==> config.mk <==
export PLATFORM = sky130hd
export DESIGN_NAME = regfile_btn_ctrl_flat
export DESIGN_NICKNAME = d
export VERILOG_FILES = /design/src/rtl/regfile_ctrl_pkg.sv /design/src/rtl/regfile_btn_ctrl_if.sv /design/src/rtl/edge_detect.sv /design/src/rtl/regfile_btn_ctrl.sv /design/src/flat_wrapper.sv
export SDC_FILE = /design/constraint.sdc
export NUM_CORES = 1
export LEC_CHECK = 0
export CORE_MARGIN = 10
export CORE_UTILIZATION = 48
export DETAILED_ROUTE_END_ITERATION = 10
export PLACE_DENSITY_LB_ADDON = 0.3
export SYNTH_ARGS = -nofsm -noshare
export SYNTH_HDL_FRONTEND = slang
export SYNTH_SLANG_ARGS = --single-unit
==> constraint.sdc <==
create_clock -name clk -period 3.5 [get_ports clk]
set_clock_uncertainty 0.15 [all_clocks]
set_input_delay 0.875 -clock clk [delete_from_list [all_inputs] [get_ports clk]]
set_output_delay 0.875 -clock clk [all_outputs]
set_load 0.03 [all_outputs]
==> src/rtl/regfile_ctrl_pkg.sv <==
// Shared definitions for the front-panel register-file controller and the
// register file it drives.
package regfile_ctrl_pkg;

  localparam int unsigned DEF_DATA_W = 8;
  localparam int unsigned DEF_ADDR_W = 3;

  typedef enum logic [2:0] {
    ST_IDLE,
    ST_WRITE,
    ST_RD_ADDR,
    ST_RD_CAP,
    ST_CLEAR
  } state_e;

  // Op codes ordered by priority: a higher value wins when presses coincide.
  typedef enum logic [1:0] {
    OP_NONE = 2'd0,
    OP_RD   = 2'd1,
    OP_WR   = 2'd2,
    OP_CLR  = 2'd3
  } op_e;

  function automatic op_e pick_op(input logic clr, input logic wr, input logic rd);
    if (clr)     return OP_CLR;
    else if (wr) return OP_WR;
    else if (rd) return OP_RD;
    return OP_NONE;
  endfunction

endpackage

==> src/rtl/regfile_btn_ctrl_if.sv <==
// Register-file port bundle: controller is master (write port + read address),
// register file is slave (returns read data one cycle after the address).
interface regfile_btn_ctrl_if
  import regfile_ctrl_pkg::*;
#(
  parameter int unsigned DATA_W = DEF_DATA_W,
  parameter int unsigned ADDR_W = DEF_ADDR_W
);
  logic              rf_we;
  logic [ADDR_W-1:0] rf_waddr;
  logic [DATA_W-1:0] rf_wdata;
  logic [ADDR_W-1:0] rf_raddr;
  logic [DATA_W-1:0] rf_rdata;

  modport master (
    output rf_we, rf_waddr, rf_wdata, rf_raddr,
    input  rf_rdata
  );

  modport slave (
    input  rf_we, rf_waddr, rf_wdata, rf_raddr,
    output rf_rdata
  );
endinterface

==> src/rtl/edge_detect.sv <==
// Rising-edge detector for a debounced button level. The previous-level flop
// resets high so a button held through reset yields no press.
module edge_detect (
  input  logic clk,
  input  logic rst,
  input  logic level,
  output logic pulse
);
  logic prev_q, prev_d;

  always_comb prev_d = level;

  always_ff @(posedge clk) begin
    if (rst) prev_q <= 1'b1;
    else     prev_q <= prev_d;
  end

  assign pulse = level & ~prev_q;
endmodule

==> src/rtl/regfile_btn_ctrl.sv <==
// Front-panel controller: sequences single write, single read-to-display and
// full clear sweep on the register file from button presses.
module regfile_btn_ctrl
  import regfile_ctrl_pkg::*;
#(
  parameter int unsigned DATA_W = DEF_DATA_W,
  parameter int unsigned ADDR_W = DEF_ADDR_W
) (
  input  logic                      clk,
  input  logic                      rst,
  input  logic                      btn_wr,
  input  logic                      btn_rd,
  input  logic                      btn_clr,
  input  logic [ADDR_W-1:0]         sw_addr,
  input  logic [DATA_W-1:0]         sw_data,
  regfile_btn_ctrl_if.master        rf,
  output logic [ADDR_W-1:0]         disp_addr,
  output logic [DATA_W-1:0]         disp_data,
  output logic                      busy
);
  // Highest register address (NUM_REGS-1) is all ones.
  localparam logic [ADDR_W-1:0] LAST_ADDR = '1;

  logic wr_p, rd_p, clr_p;

  edge_detect u_ed_wr  (.clk(clk), .rst(rst), .level(btn_wr),  .pulse(wr_p));
  edge_detect u_ed_rd  (.clk(clk), .rst(rst), .level(btn_rd),  .pulse(rd_p));
  edge_detect u_ed_clr (.clk(clk), .rst(rst), .level(btn_clr), .pulse(clr_p));

  state_e            state_q, state_d;
  logic [ADDR_W-1:0] addr_q, addr_d;
  logic [DATA_W-1:0] data_q, data_d;
  logic [ADDR_W-1:0] cnt_q, cnt_d;
  logic [ADDR_W-1:0] raddr_q, raddr_d;
  logic [ADDR_W-1:0] disp_addr_q, disp_addr_d;
  logic [DATA_W-1:0] disp_data_q, disp_data_d;
  logic              we;
  logic [ADDR_W-1:0] waddr;
  logic [DATA_W-1:0] wdata;
  op_e               op;

  always_comb begin
    state_d     = state_q;
    addr_d      = addr_q;
    data_d      = data_q;
    cnt_d       = cnt_q;
    raddr_d     = raddr_q;
    disp_addr_d = disp_addr_q;
    disp_data_d = disp_data_q;
    we          = 1'b0;
    waddr       = '0;
    wdata       = '0;
    op          = OP_NONE;
    unique case (state_q)
      ST_IDLE: begin
        op = pick_op(clr_p, wr_p, rd_p);
        unique case (op)
          OP_CLR: begin
            state_d = ST_CLEAR;
            cnt_d   = '0;
          end
          OP_WR: begin
            state_d = ST_WRITE;
            addr_d  = sw_addr;
            data_d  = sw_data;
          end
          OP_RD: begin
            // Read address is driven from the press so it is valid at N+1.
            state_d = ST_RD_ADDR;
            addr_d  = sw_addr;
            raddr_d = sw_addr;
          end
          default: ;
        endcase
      end
      ST_WRITE: begin
        we          = 1'b1;
        waddr       = addr_q;
        wdata       = data_q;
        disp_addr_d = addr_q;
        disp_data_d = data_q;
        state_d     = ST_IDLE;
      end
      ST_RD_ADDR: state_d = ST_RD_CAP;
      ST_RD_CAP: begin
        disp_addr_d = addr_q;
        disp_data_d = rf.rf_rdata;
        state_d     = ST_IDLE;
      end
      ST_CLEAR: begin
        we    = 1'b1;
        waddr = cnt_q;
        cnt_d = cnt_q + ADDR_W'(1);
        if (cnt_q == LAST_ADDR) begin
          disp_addr_d = '0;
          disp_data_d = '0;
          state_d     = ST_IDLE;
        end
      end
      default: state_d = ST_IDLE;
    endcase
  end

  always_ff @(posedge clk) begin
    if (rst) begin
      state_q     <= ST_IDLE;
      addr_q      <= '0;
      data_q      <= '0;
      cnt_q       <= '0;
      raddr_q     <= '0;
      disp_addr_q <= '0;
      disp_data_q <= '0;
    end else begin
      state_q     <= state_d;
      addr_q      <= addr_d;
      data_q      <= data_d;
      cnt_q       <= cnt_d;
      raddr_q     <= raddr_d;
      disp_addr_q <= disp_addr_d;
      disp_data_q <= disp_data_d;
    end
  end

  assign rf.rf_we    = we;
  assign rf.rf_waddr = waddr;
  assign rf.rf_wdata = wdata;
  assign rf.rf_raddr = raddr_q;
  assign disp_addr   = disp_addr_q;
  assign disp_data   = disp_data_q;
  assign busy        = (state_q != ST_IDLE);
endmodule

==> src/flat_wrapper.sv <==
// flat-port wrapper written by rule: the top's interface ports become plain ports
module regfile_btn_ctrl_flat import regfile_ctrl_pkg::*;
#(
  parameter int unsigned DATA_W = DEF_DATA_W,
  parameter int unsigned ADDR_W = DEF_ADDR_W
)
  (clk, rst, btn_wr, btn_rd, btn_clr, sw_addr, sw_data, disp_addr, disp_data, busy, rf_rf_we, rf_rf_waddr, rf_rf_wdata, rf_rf_raddr, rf_rf_rdata);
  regfile_btn_ctrl_if #(.DATA_W(DATA_W), .ADDR_W(ADDR_W)) rf_i ();
  input  logic clk;
  input  logic rst;
  input  logic btn_wr;
  input  logic btn_rd;
  input  logic btn_clr;
  input  logic [ADDR_W-1:0] sw_addr;
  input  logic [DATA_W-1:0] sw_data;
  output logic [ADDR_W-1:0] disp_addr;
  output logic [DATA_W-1:0] disp_data;
  output logic busy;
  output wire logic [$bits(rf_i.rf_we)-1:0] rf_rf_we;
  output wire logic [$bits(rf_i.rf_waddr)-1:0] rf_rf_waddr;
  output wire logic [$bits(rf_i.rf_wdata)-1:0] rf_rf_wdata;
  output wire logic [$bits(rf_i.rf_raddr)-1:0] rf_rf_raddr;
  input wire logic [$bits(rf_i.rf_rdata)-1:0] rf_rf_rdata;
  assign rf_rf_we = rf_i.rf_we;
  assign rf_rf_waddr = rf_i.rf_waddr;
  assign rf_rf_wdata = rf_i.rf_wdata;
  assign rf_rf_raddr = rf_i.rf_raddr;
  assign rf_i.rf_rdata = rf_rf_rdata;
  regfile_btn_ctrl #(.DATA_W(DATA_W), .ADDR_W(ADDR_W)) u_core (.clk(clk), .rst(rst), .btn_wr(btn_wr), .btn_rd(btn_rd), .btn_clr(btn_clr), .sw_addr(sw_addr), .sw_data(sw_data), .rf(rf_i), .disp_addr(disp_addr), .disp_data(disp_data), .busy(busy));
endmodule
==> run_summary.xml, run 1 <==
<?xml version="1.0" encoding="UTF-8"?>
<metrics>
  <group name="timing">
    <metric name="final_min_period_over_clock_period" unit="%">94.6</metric>
    <metric name="hold-worst-slack" unit="ns">0.327</metric>
    <metric name="fin_crit" unit="ns">3.31</metric>
    <metric name="grt_setup_unrepaired" unit="">no</metric>
    <metric name="slew_violations" unit="">0</metric>
    <metric name="fmaxAchievable" unit="MHz">302</metric>
    <metric name="tightest_slew" unit="ns">1.12</metric>
    <metric name="slew_headroom" unit="%">25.2</metric>
    <metric name="final-hold-violation-count" unit="">0</metric>
    <metric name="finalSetupViolations" unit="">0</metric>
    <metric name="totalNegativeSetupSlack" unit="ns">0</metric>
  </group>
  <group name="floorplan">
    <metric name="chipHeight" unit="µm">76.3</metric>
    <metric name="core_area" unit="mm²">0.00305</metric>
    <metric name="pin_count" unit="">51</metric>
    <metric name="die-area" unit="mm²">0.00582</metric>
    <metric name="chipWidth" unit="µm">76.3</metric>
    <metric name="start_util" unit="%">49.8</metric>
    <metric name="num_rows" unit="">20</metric>
  </group>
  <group name="clock_network">
    <metric name="ctsLongestPathBuffers" unit="">2</metric>
    <metric name="post_cts_hold_buffer_count" unit="">0</metric>
    <metric name="cts_max_level" unit="">2</metric>
    <metric name="clock_insertion_delay_worst_skew" unit="ns">0.34</metric>
    <metric name="tritoncts" unit="">yes</metric>
    <metric name="clk_root_buffer_cell" unit="">sky130_fd_sc_hd__clkbuf_4</metric>
    <metric name="clock_transition_time_at_the_flip_flop_clock_pins_of_the_worst_setup_and_hold_paths" unit="ns">0.10</metric>
    <metric name="cts.repair_timing.setup_buffer_count" unit="">0</metric>
    <metric name="cts_sinks" unit="">34</metric>
    <metric name="cts-resized-gates" unit="">0</metric>
    <metric name="cts_buffers" unit="">5</metric>
  </group>
  <group name="routing">
    <metric name="wl_per_cell" unit="µm">15.8</metric>
    <metric name="drt_via_density" unit="">5.08</metric>
    <metric name="wirelength" unit="µm">3970</metric>
    <metric name="routed-via-count" unit="">1281</metric>
    <metric name="drt_drc_violations_left" unit="">0</metric>
    <metric name="drt_first_pass_iters" unit="">4</metric>
    <metric name="drt_iter0_drc" unit="">72</metric>
    <metric name="antenna_violating_nets_remaining" unit="">0</metric>
  </group>
  <group name="global_route">
    <metric name="grt_pass1_vias" unit="">1337</metric>
    <metric name="met3_usage" unit="%">4.95</metric>
    <metric name="grt_pass1_wl" unit="µm">6470</metric>
    <metric name="track_usage" unit="%">13.7</metric>
    <metric name="globalRouteOverflowTotal" unit="">0</metric>
    <metric name="grt-busiest-layer" unit="">met2</metric>
    <metric name="grt_max_degree" unit="">24</metric>
    <metric name="antenna_found_initial" unit="">0</metric>
    <metric name="use_met2" unit="%">23.0</metric>
    <metric name="use_met1" unit="%">15.2</metric>
  </group>
  <group name="cells_and_area">
    <metric name="area_of_the_multi_input_gates" unit="µm²">786</metric>
    <metric name="area_growth_syn_to_layout" unit="%">38.2</metric>
    <metric name="final_cell_count_no_fill" unit="">252</metric>
    <metric name="n_antenna_cell" unit="">0</metric>
    <metric name="fraction_of_final_layout_cells_with_drive_strength_greater_than_1" unit="%">7.21</metric>
    <metric name="design.final.nets" unit="">234</metric>
    <metric name="fill_cells" unit="">258</metric>
    <metric name="seq_area" unit="µm²">681</metric>
    <metric name="finish.utilization" unit="%">68.8</metric>
  </group>
  <group name="place">
    <metric name="post-dp-hpwl" unit="µm">3120</metric>
    <metric name="input_output_buffers" unit="">50</metric>
    <metric name="gpl.final_weighted_congestion" unit="">0.845</metric>
    <metric name="dp.cells" unit="">245</metric>
  </group>
  <group name="outcome">
    <metric name="outcome" unit="">finished clean</metric>
  </group>
  <group name="synth">
    <metric name="post_synthesis_compound_gate_area_fraction" unit="%">10.9</metric>
    <metric name="synthSimpleGateAreaFrac" unit="%">23.3</metric>
    <metric name="yosys-mux-area-fraction" unit="%">15.8</metric>
    <metric name="synth_enable_flop_cells" unit="">0</metric>
    <metric name="yosysWarningCount" unit="">0</metric>
    <metric name="netlist_area" unit="mm²">0.00152</metric>
    <metric name="yosys-top-cells-count" unit="">sky130_fd_sc_hd__dfxtp_1 (34), sky130_fd_sc_hd__nor2_1 (26), sky130_fd_sc_hd__mux2i_1 (24)</metric>
    <metric name="syn-instance-count" unit="">158</metric>
    <metric name="seq_area_frac_synth" unit="%">44.8</metric>
    <metric name="asyncSetResetFlopFracSynth" unit="%">0</metric>
    <metric name="synth_most_common_cell" unit="">sky130_fd_sc_hd__dfxtp_1</metric>
    <metric name="synth.largest_area_cell" unit="">sky130_fd_sc_hd__dfxtp_1</metric>
    <metric name="netlist-cell-type-count" unit="">30</metric>
    <metric name="synth_adder_area_share" unit="%">1.65</metric>
    <metric name="synth.ff_latch_count" unit="">34</metric>
    <metric name="syn-mean-instance-area" unit="µm²">9.62</metric>
    <metric name="ys_dominant_reg_cell" unit="">sky130_fd_sc_hd__dfxtp_1</metric>
    <metric name="synth_top_family_by_area" unit="">simple AND/OR/NAND/NOR gates</metric>
    <metric name="synth-xor-area-share" unit="%">0</metric>
    <metric name="synth.area.top_cells" unit="">sky130_fd_sc_hd__dfxtp_1 (45%), sky130_fd_sc_hd__mux2i_1 (16%), sky130_fd_sc_hd__nor2_1 (6.4%)</metric>
    <metric name="mappedNetlistNets" unit="">184</metric>
    <metric name="synth_top_area_share" unit="%">44.8</metric>
  </group>
  <group name="power">
    <metric name="power.total" unit="µW">754</metric>
    <metric name="leakage_dissipation" unit="µW">0.000751</metric>
    <metric name="cell_area_power_density" unit="mW/mm²">359</metric>
    <metric name="max-vdd-ir-drop" unit="mV">0.216</metric>
  </group>
  <group name="min_path">
    <metric name="worstHoldPathType" unit="">reg -&gt; reg</metric>
  </group>
  <group name="worst_setup_path">
    <metric name="worstSetupEndpointType" unit="">output pin</metric>
    <metric name="reg2reg_slack" unit="ns">1.24</metric>
    <metric name="worst-endpoint-required" unit="ns">2.47</metric>
    <metric name="critPathKind" unit="">reg -&gt; out</metric>
    <metric name="worst_setup_path_start_kind" unit="">register</metric>
    <metric name="crit_arrival" unit="ns">2.29</metric>
    <metric name="crit_path_max_fanout" unit="">12</metric>
  </group>
  <group name="job">
    <metric name="max_cap_violations" unit="">0</metric>
  </group>
</metrics>
## worst max-delay path, cell delays in order, from the launching register on
cell and delay [ns]:
sky130_fd_sc_hd__dfxtp_1 0.61, sky130_fd_sc_hd__nand2b_1 0.23, sky130_fd_sc_hd__nor2_1 0.06, sky130_fd_sc_hd__buf_4 0.17, sky130_fd_sc_hd__or2_2 0.28, sky130_fd_sc_hd__clkdlybuf4s50_1 0.61
## logic make-up after synthesis
group                      count (synthesis)
and+or+nand+nor                           66
DFF                                       34
muxes                                     24
AOI/OAI and AO/OA                         20
buffers and inverters                     12
adders and majority gates                  2
## registers in the layout, indices dropped and copies added, names as in the netlist
signal and cells:
u_core.state_q 3, u_core.u_ed_wr.prev_q 1, u_core.u_ed_clr.prev_q 1, u_core.u_ed_rd.prev_q 1
u_core.addr_q 3, u_core.rf.rf_raddr 3, u_core.disp_addr 3, u_core.cnt_q 3
u_core.disp_data 8, u_core.data_q 8
## routing by layer
metal / vias up / share of wire, % / routed length, µm
met5: - / 0 / 0
met3: 7 / 7.6 / 303
met2: 41 / 50 / 1970
met1: 594 / 41 / 1640
met4: 0 / 1.5 / 61
li1: 639 / - / -
## power by group
part           internal, µW  total [µW]  switching [µW]
clock                  75.7         202             126
combinational          69.7         136            66.4
sequential              402         416            13.2
total                   548         754             206
## layout by cell type, fill, tap and decap left out, types with 4 or more instances in the layout
cell type                          n
sky130_fd_sc_hd__clkbuf_4          5
sky130_fd_sc_hd__nand2b_1         10
sky130_fd_sc_hd__clkdlybuf4s50_1  50
sky130_fd_sc_hd__nor2_1           26
sky130_fd_sc_hd__mux2i_1          24
sky130_fd_sc_hd__dfxtp_1          34
sky130_fd_sc_hd__buf_4             4
sky130_fd_sc_hd__and2_1            8
sky130_fd_sc_hd__a211oi_1          8
sky130_fd_sc_hd__nand2_1           4
sky130_fd_sc_hd__or2_2             4
## final cells by class
class	instances	area share, %
repair buffers	54	25.3
well taps	44	2.62
flip-flops and latches	34	32.4
clock buffers	7	2.14
multi-input cells	112	37.4
inverters	1	0.179
## through the flow
stage,setup slack [ns],area (µm²)
floorplan,1.04,1520
global placement,0.607,2060
detailed placement,0.564,2060
CTS,0.175,2100
global route,0.0822,2100
finish,0.188,2100
## worst paths after layout
| path | start | endpoint | cells after the start |
|---|---|---|---|
| min reg2reg | u_core.addr_q[2]$_SDFFE_PP0P_ | u_core.disp_addr[2]$_SDFFE_PP0P_ | 2 |
| max | u_core.state_q[2]$_SDFFE_PP0P_ | rf_rf_we | 5 |
| min | u_core.addr_q[2]$_SDFFE_PP0P_ | u_core.disp_addr[2]$_SDFFE_PP0P_ | 2 |
| max reg2reg | u_core.state_q[1]$_SDFFE_PP0P_ | u_core.data_q[7]$_SDFFE_PP0P_ | 5 |
(Power assumes the default switching activity.)
==> inputs of run 2 (changes only) <==
- CTS_CLUSTER_SIZE: unset -> 12
- PLACE_DENSITY: unset -> 0.95
- PLACE_DENSITY_LB_ADDON: 0.3 -> unset
==> run 2 against run 1 <==
Final cell count decreased by 0.79%. Highest routed layer unchanged. Maximum frequency increased by 0.16%. Hold slack improved by 0.0059 ns. Combinational power about the same.
==> run_summary.xml, run 2 (same netlist as run 1, synthesis figures left out) <==
<?xml version="1.0" encoding="UTF-8"?>
<metrics>
  <group name="outcome">
    <metric name="outcome" unit="">finished clean</metric>
  </group>
  <group name="clock_network">
    <metric name="clock_insertion_delay_worst_skew" unit="ns">0.33</metric>
    <metric name="clock_transition_time_at_the_flip_flop_clock_pins_of_the_worst_setup_and_hold_paths" unit="ns">0.09</metric>
    <metric name="tritoncts" unit="">yes</metric>
    <metric name="clk_root_buffer_cell" unit="">sky130_fd_sc_hd__clkbuf_4</metric>
    <metric name="cts.repair_timing.setup_buffer_count" unit="">0</metric>
    <metric name="ctsLongestPathBuffers" unit="">2</metric>
    <metric name="cts_buffers" unit="">5</metric>
    <metric name="cts_max_level" unit="">2</metric>
    <metric name="cts_sinks" unit="">34</metric>
  </group>
  <group name="timing">
    <metric name="hold-worst-slack" unit="ns">0.333</metric>
    <metric name="slew_headroom" unit="%">20.1</metric>
    <metric name="final-hold-violation-count" unit="">0</metric>
    <metric name="grt_setup_unrepaired" unit="">no</metric>
    <metric name="totalNegativeSetupSlack" unit="ns">0</metric>
    <metric name="slew_violations" unit="">0</metric>
    <metric name="finalSetupViolations" unit="">0</metric>
    <metric name="final_min_period_over_clock_period" unit="%">94.5</metric>
    <metric name="fmaxAchievable" unit="MHz">302</metric>
    <metric name="fin_crit" unit="ns">3.31</metric>
    <metric name="tightest_slew" unit="ns">1.20</metric>
  </group>
  <group name="floorplan">
    <metric name="chipHeight" unit="µm">76.3</metric>
    <metric name="num_rows" unit="">20</metric>
    <metric name="pin_count" unit="">51</metric>
    <metric name="chipWidth" unit="µm">76.3</metric>
    <metric name="die-area" unit="mm²">0.00582</metric>
    <metric name="start_util" unit="%">49.8</metric>
    <metric name="core_area" unit="mm²">0.00305</metric>
  </group>
  <group name="cells_and_area">
    <metric name="layout_commonest_cell" unit="">sky130_fd_sc_hd__clkdlybuf4s50_1</metric>
    <metric name="finish.utilization" unit="%">68.6</metric>
    <metric name="most-common-layout-cells" unit="">sky130_fd_sc_hd__clkdlybuf4s50_1 (50), sky130_fd_sc_hd__dfxtp_1 (34), sky130_fd_sc_hd__nor2_1 (25), sky130_fd_sc_hd__mux2i_1 (24), sky130_fd_sc_hd__nand2b_1 (10)</metric>
    <metric name="fraction_of_final_layout_cells_with_drive_strength_greater_than_1" unit="%">8.25</metric>
    <metric name="fill_cells" unit="">261</metric>
    <metric name="n_antenna_cell" unit="">0</metric>
    <metric name="design.final.nets" unit="">232</metric>
    <metric name="area_growth_syn_to_layout" unit="%">37.9</metric>
  </group>
  <group name="worst_setup_path">
    <metric name="worstSetupEndpointType" unit="">output pin</metric>
    <metric name="crit_arrival" unit="ns">2.28</metric>
    <metric name="cpMaxStageDelayCell" unit="">sky130_fd_sc_hd__clkdlybuf4s50_1</metric>
    <metric name="crit_path_max_fanout" unit="">11</metric>
    <metric name="worst-endpoint-required" unit="ns">2.47</metric>
    <metric name="worst_setup_path_start_kind" unit="">register</metric>
    <metric name="critPathKind" unit="">reg -&gt; out</metric>
    <metric name="cp.buffers_inverters" unit="">1</metric>
    <metric name="critPathTopFamily" unit="">buffers and inverters</metric>
    <metric name="critical_path.max_stage_delay" unit="ns">0.67</metric>
    <metric name="worstPathCellList" unit="">nor3b_2 &gt; a22o_1 &gt; clkdlybuf4s50_1</metric>
  </group>
  <group name="place">
    <metric name="post-dp-hpwl" unit="µm">2990</metric>
    <metric name="gpl.final_weighted_congestion" unit="">0.795</metric>
    <metric name="input_output_buffers" unit="">50</metric>
  </group>
  <group name="global_route">
    <metric name="grt_pass1_vias" unit="">1291</metric>
    <metric name="track_usage" unit="%">12.7</metric>
    <metric name="globalRouteOverflowTotal" unit="">0</metric>
    <metric name="grt_max_degree" unit="">22</metric>
    <metric name="antenna_found_initial" unit="">0</metric>
    <metric name="grt_pass1_wl" unit="µm">6090</metric>
  </group>
  <group name="power">
    <metric name="leakage_dissipation" unit="µW">0.000750</metric>
    <metric name="pwr-share-seq" unit="%">55.9</metric>
    <metric name="cell_area_power_density" unit="mW/mm²">355</metric>
    <metric name="power.total" unit="µW">745</metric>
    <metric name="internal-power" unit="µW">543</metric>
    <metric name="combinational_fraction_of_design_power" unit="%">18.0</metric>
    <metric name="p_sw" unit="µW">201</metric>
    <metric name="max-vdd-ir-drop" unit="mV">0.245</metric>
    <metric name="power.share.clock" unit="%">26.1</metric>
    <metric name="sw_frac_of_total" unit="%">27.1</metric>
  </group>
  <group name="routing">
    <metric name="wirelength" unit="µm">3730</metric>
    <metric name="antenna_violating_nets_remaining" unit="">0</metric>
    <metric name="wl_per_cell" unit="µm">14.9</metric>
    <metric name="routed-via-count" unit="">1264</metric>
    <metric name="drt_via_density" unit="">5.06</metric>
    <metric name="drt_iter0_drc" unit="">91</metric>
    <metric name="drt_drc_violations_left" unit="">0</metric>
    <metric name="drt_first_pass_iters" unit="">4</metric>
  </group>
  <group name="job">
    <metric name="max_cap_violations" unit="">0</metric>
  </group>
  <group name="min_path">
    <metric name="worstHoldPathType" unit="">reg -&gt; reg</metric>
  </group>
</metrics>
-- run 2: cell count changes in the layout (fill, tap and decap cells not counted), sizes merged --
cell / delta
clkbuf: -2
clkinv: +2
buf: -2
-- run 2: area by class of cell --
type                       count  area [µm²]  area share [%]
clock buffer                   5        37.5            1.79
timing repair buffer          52         515            24.6
inverter                       1        3.75           0.179
clock inverter                 2        10.0           0.478
multi-input combinational    112         793            37.9
sequential                    34         681            32.5
tap                           44        55.1            2.63
-- run 2: per-stage QoR --
stage                     cell area (µm²)  worst slack (ns)  instances
after global routing                 2100            0.0286        250
after global placement               2040             0.345        243
after detailed placement             2040             0.293        243
after CTS                            2090            0.0464        250
final                                2100             0.194        250
after floorplan                      1520              1.04        158
-- run 2: routing by layer --
layer  GRT usage [%]  up-vias  part of all wire [%]
li1                -      642                     -
met1            14.8      585                    44
met2            20.8       32                    49
met3            4.13        5                   5.1
met4            5.58        0                   1.4
met5               0        -                     0
-- run 2: worst reg2reg max path, stage by stage (launching register included) --
cell	delay, ns
sky130_fd_sc_hd__dfxtp_1	0.41
sky130_fd_sc_hd__or2_0	0.40
sky130_fd_sc_hd__nor4_4	0.71
sky130_fd_sc_hd__mux2i_1	0.28
sky130_fd_sc_hd__nor2_1	0.05
-- run 2: repair_timing --
action	4_1_cts	5_1_grt
hold buffers	0	0
gates resized for setup	1	1
endpoints found under the setup margin	4	12
-- run 2: power by group through the flow --
stage	registers [µW]	clock network, µW	logic [µW]
finish	416	195	134
global route	419	213	145
CTS	416	199	135
detailed placement	425	0	134
global placement	424	0	131
floorplan	431	0	70.2
-- run 2: final timing paths --
check	startpoint	endpoint	slack, ns	cells after the start
max	u_core.state_q[2]$_SDFFE_PP0P_	rf_rf_waddr[0]	0.19	3
min	u_core.rf.rf_raddr[0]$_SDFFE_PP0P_	u_core.rf.rf_raddr[0]$_SDFFE_PP0P_	0.33	2
max reg2reg	u_core.state_q[1]$_SDFFE_PP0P_	u_core.data_q[7]$_SDFFE_PP0P_	1.40	4
min reg2reg	u_core.rf.rf_raddr[0]$_SDFFE_PP0P_	u_core.rf.rf_raddr[0]$_SDFFE_PP0P_	0.33	2
==> inputs of run 3 (changes only) <==
- CORE_UTILIZATION: 48 -> 40
- PLACE_DENSITY: 0.95 -> 0.83
==> run 3 against run 2 <==
Die area up 15%. Largest power group unchanged. Critical endpoint is now rf_rf_waddr[1]. Worst setup slack better by 0.12 ns. Register-to-register slack worse by 0.04 ns. Combinational power about the same. Largest cell class unchanged.
==> run_summary.xml, run 3 (same netlist as run 1, synthesis figures left out) <==
<?xml version="1.0" encoding="UTF-8"?>
<metrics>
  <group name="worst_setup_path">
    <metric name="crit_arrival" unit="ns">2.16</metric>
    <metric name="critPathTopFamily" unit="">buffers and inverters</metric>
    <metric name="worstPathCellList" unit="">nand2b_1 &gt; nor2_1 &gt; buf_4 &gt; a22o_1 &gt; clkdlybuf4s50_1</metric>
    <metric name="worst_setup_path_start_kind" unit="">register</metric>
    <metric name="worst-endpoint-required" unit="ns">2.47</metric>
    <metric name="cpMaxStageDelayCell" unit="">sky130_fd_sc_hd__clkdlybuf4s50_1</metric>
    <metric name="worstSetupEndpointType" unit="">output pin</metric>
    <metric name="critical_path.max_stage_delay" unit="ns">0.67</metric>
    <metric name="cp.buffers_inverters" unit="">2</metric>
    <metric name="critPathKind" unit="">reg -&gt; out</metric>
    <metric name="crit_path_max_fanout" unit="">11</metric>
  </group>
  <group name="cells_and_area">
    <metric name="layout_commonest_cell" unit="">sky130_fd_sc_hd__clkdlybuf4s50_1</metric>
    <metric name="most-common-layout-cells" unit="">sky130_fd_sc_hd__clkdlybuf4s50_1 (50), sky130_fd_sc_hd__dfxtp_1 (34), sky130_fd_sc_hd__nor2_1 (26), sky130_fd_sc_hd__mux2i_1 (24), sky130_fd_sc_hd__nand2b_1 (10)</metric>
    <metric name="area_growth_syn_to_layout" unit="%">41.6</metric>
    <metric name="finish.utilization" unit="%">58.8</metric>
    <metric name="final_cell_count_no_fill" unit="">257</metric>
    <metric name="design.final.nets" unit="">234</metric>
    <metric name="fill_cells" unit="">323</metric>
    <metric name="n_antenna_cell" unit="">0</metric>
    <metric name="fraction_of_final_layout_cells_with_drive_strength_greater_than_1" unit="%">8.13</metric>
  </group>
  <group name="global_route">
    <metric name="grt_max_degree" unit="">31</metric>
    <metric name="track_usage" unit="%">11.1</metric>
    <metric name="antenna_found_initial" unit="">0</metric>
    <metric name="globalRouteOverflowTotal" unit="">0</metric>
    <metric name="grt_pass1_wl" unit="µm">5820</metric>
    <metric name="grt_pass1_vias" unit="">1243</metric>
  </group>
  <group name="timing">
    <metric name="tightest_slew" unit="ns">1.16</metric>
    <metric name="fin_crit" unit="ns">3.19</metric>
    <metric name="grt_setup_unrepaired" unit="">no</metric>
    <metric name="fmaxAchievable" unit="MHz">314</metric>
    <metric name="finalSetupViolations" unit="">0</metric>
    <metric name="final_min_period_over_clock_period" unit="%">91.1</metric>
    <metric name="final-hold-violation-count" unit="">0</metric>
    <metric name="slew_violations" unit="">0</metric>
    <metric name="totalNegativeSetupSlack" unit="ns">0</metric>
    <metric name="hold-worst-slack" unit="ns">0.321</metric>
    <metric name="slew_headroom" unit="%">22.6</metric>
  </group>
  <group name="power">
    <metric name="leakage_dissipation" unit="µW">0.000774</metric>
    <metric name="max-vdd-ir-drop" unit="mV">0.178</metric>
    <metric name="cell_area_power_density" unit="mW/mm²">391</metric>
  </group>
  <group name="clock_network">
    <metric name="tritoncts" unit="">yes</metric>
    <metric name="ctsLongestPathBuffers" unit="">2</metric>
    <metric name="cts-resized-gates" unit="">0</metric>
    <metric name="cts_buffers" unit="">5</metric>
    <metric name="post_cts_hold_buffer_count" unit="">0</metric>
    <metric name="clock_transition_time_at_the_flip_flop_clock_pins_of_the_worst_setup_and_hold_paths" unit="ns">0.07</metric>
    <metric name="cts_max_level" unit="">2</metric>
    <metric name="cts_sinks" unit="">34</metric>
    <metric name="clk_root_buffer_cell" unit="">sky130_fd_sc_hd__clkbuf_8</metric>
    <metric name="clock_insertion_delay_worst_skew" unit="ns">0.28</metric>
    <metric name="cts.repair_timing.setup_buffer_count" unit="">0</metric>
  </group>
  <group name="floorplan">
    <metric name="num_rows" unit="">22</metric>
    <metric name="chipHeight" unit="µm">81.7</metric>
    <metric name="core_area" unit="mm²">0.00366</metric>
    <metric name="chipWidth" unit="µm">81.7</metric>
    <metric name="pin_count" unit="">51</metric>
    <metric name="start_util" unit="%">41.5</metric>
    <metric name="die-area" unit="mm²">0.00667</metric>
  </group>
  <group name="routing">
    <metric name="drt_via_density" unit="">4.79</metric>
    <metric name="routed-via-count" unit="">1231</metric>
    <metric name="met2_wirelength" unit="µm">1680</metric>
    <metric name="wl_per_cell" unit="µm">14.0</metric>
    <metric name="top_routing_layer_in_use" unit="">met4</metric>
    <metric name="drt_iter0_drc" unit="">45</metric>
    <metric name="antenna_violating_nets_remaining" unit="">0</metric>
    <metric name="wirelength" unit="µm">3590</metric>
    <metric name="routed-wl-met3" unit="µm">237</metric>
    <metric name="drt_drc_violations_left" unit="">0</metric>
    <metric name="met1_layer_wirelength_in_the_final_routing" unit="µm">1650</metric>
    <metric name="drt_first_pass_iters" unit="">4</metric>
  </group>
  <group name="place">
    <metric name="dp.cells" unit="">249</metric>
    <metric name="input_output_buffers" unit="">50</metric>
    <metric name="gpl.final_weighted_congestion" unit="">0.839</metric>
    <metric name="post-dp-hpwl" unit="µm">2840</metric>
  </group>
  <group name="job">
    <metric name="max_cap_violations" unit="">0</metric>
  </group>
  <group name="outcome">
    <metric name="outcome" unit="">finished clean</metric>
  </group>
  <group name="min_path">
    <metric name="worstHoldPathType" unit="">reg -&gt; reg</metric>
  </group>
</metrics>
-- run 3: cell types whose count changed in the layout (fill, tap and decap cells not counted), sizes merged --
cell,delta
buf,+2
clkbuf,+2
clkinv,-1
-- run 3: metal layers --
metal	up-vias	global-route usage (%)
met1	541	13.2
li1	651	-
met5	-	0
met4	0	4.59
met2	35	17.9
met3	4	4.04
-- run 3: report_power, final --
part / total [µW] / internal [µW] / switching (µW)
Sequential: 416 / 403 / 12.7
Clock: 292 / 158 / 134
Combinational: 134 / 69.6 / 64.8
-- run 3: final timing paths --
check	startpoint	cells past startpoint	slack (ns)	end
max	u_core.state_q[2]$_SDFFE_PP0P_	5	0.31	rf_rf_waddr[1]
min reg2reg	u_core.disp_addr[2]$_SDFFE_PP0P_	2	0.32	u_core.disp_addr[2]$_SDFFE_PP0P_
min	u_core.disp_addr[2]$_SDFFE_PP0P_	2	0.32	u_core.disp_addr[2]$_SDFFE_PP0P_
max reg2reg	u_core.state_q[1]$_SDFFE_PP0P_	5	1.36	u_core.data_q[2]$_SDFFE_PP0P_
-- run 3: layout make-up --
type	count	area [µm²]	area share (%)
multi-input cells	112	786	36.5
clock buffers	7	86.3	4.01
repair buffers	54	531	24.7
flip-flops and latches	34	681	31.6
well taps	48	60.1	2.79
clock inverters	1	5.00	0.233
inverters	1	3.75	0.174
-- run 3: stage by stage --
stage	power [µW]	cell area [µm²]	setup slack (ns)
after CTS	849	2150	0.301
after global routing	881	2150	0.151
after floorplan	502	1520	1.04
after global placement	557	2060	0.675
final	842	2150	0.312
after detailed placement	560	2060	0.640
-- run 3: worst register-to-register path: stages, from the launching register on --
cell	delay, ns
sky130_fd_sc_hd__dfxtp_1	0.33
sky130_fd_sc_hd__buf_4	0.20
sky130_fd_sc_hd__or2_0	0.35
sky130_fd_sc_hd__nor4_4	0.68
sky130_fd_sc_hd__mux2i_1	0.27
sky130_fd_sc_hd__nor2_1	0.05
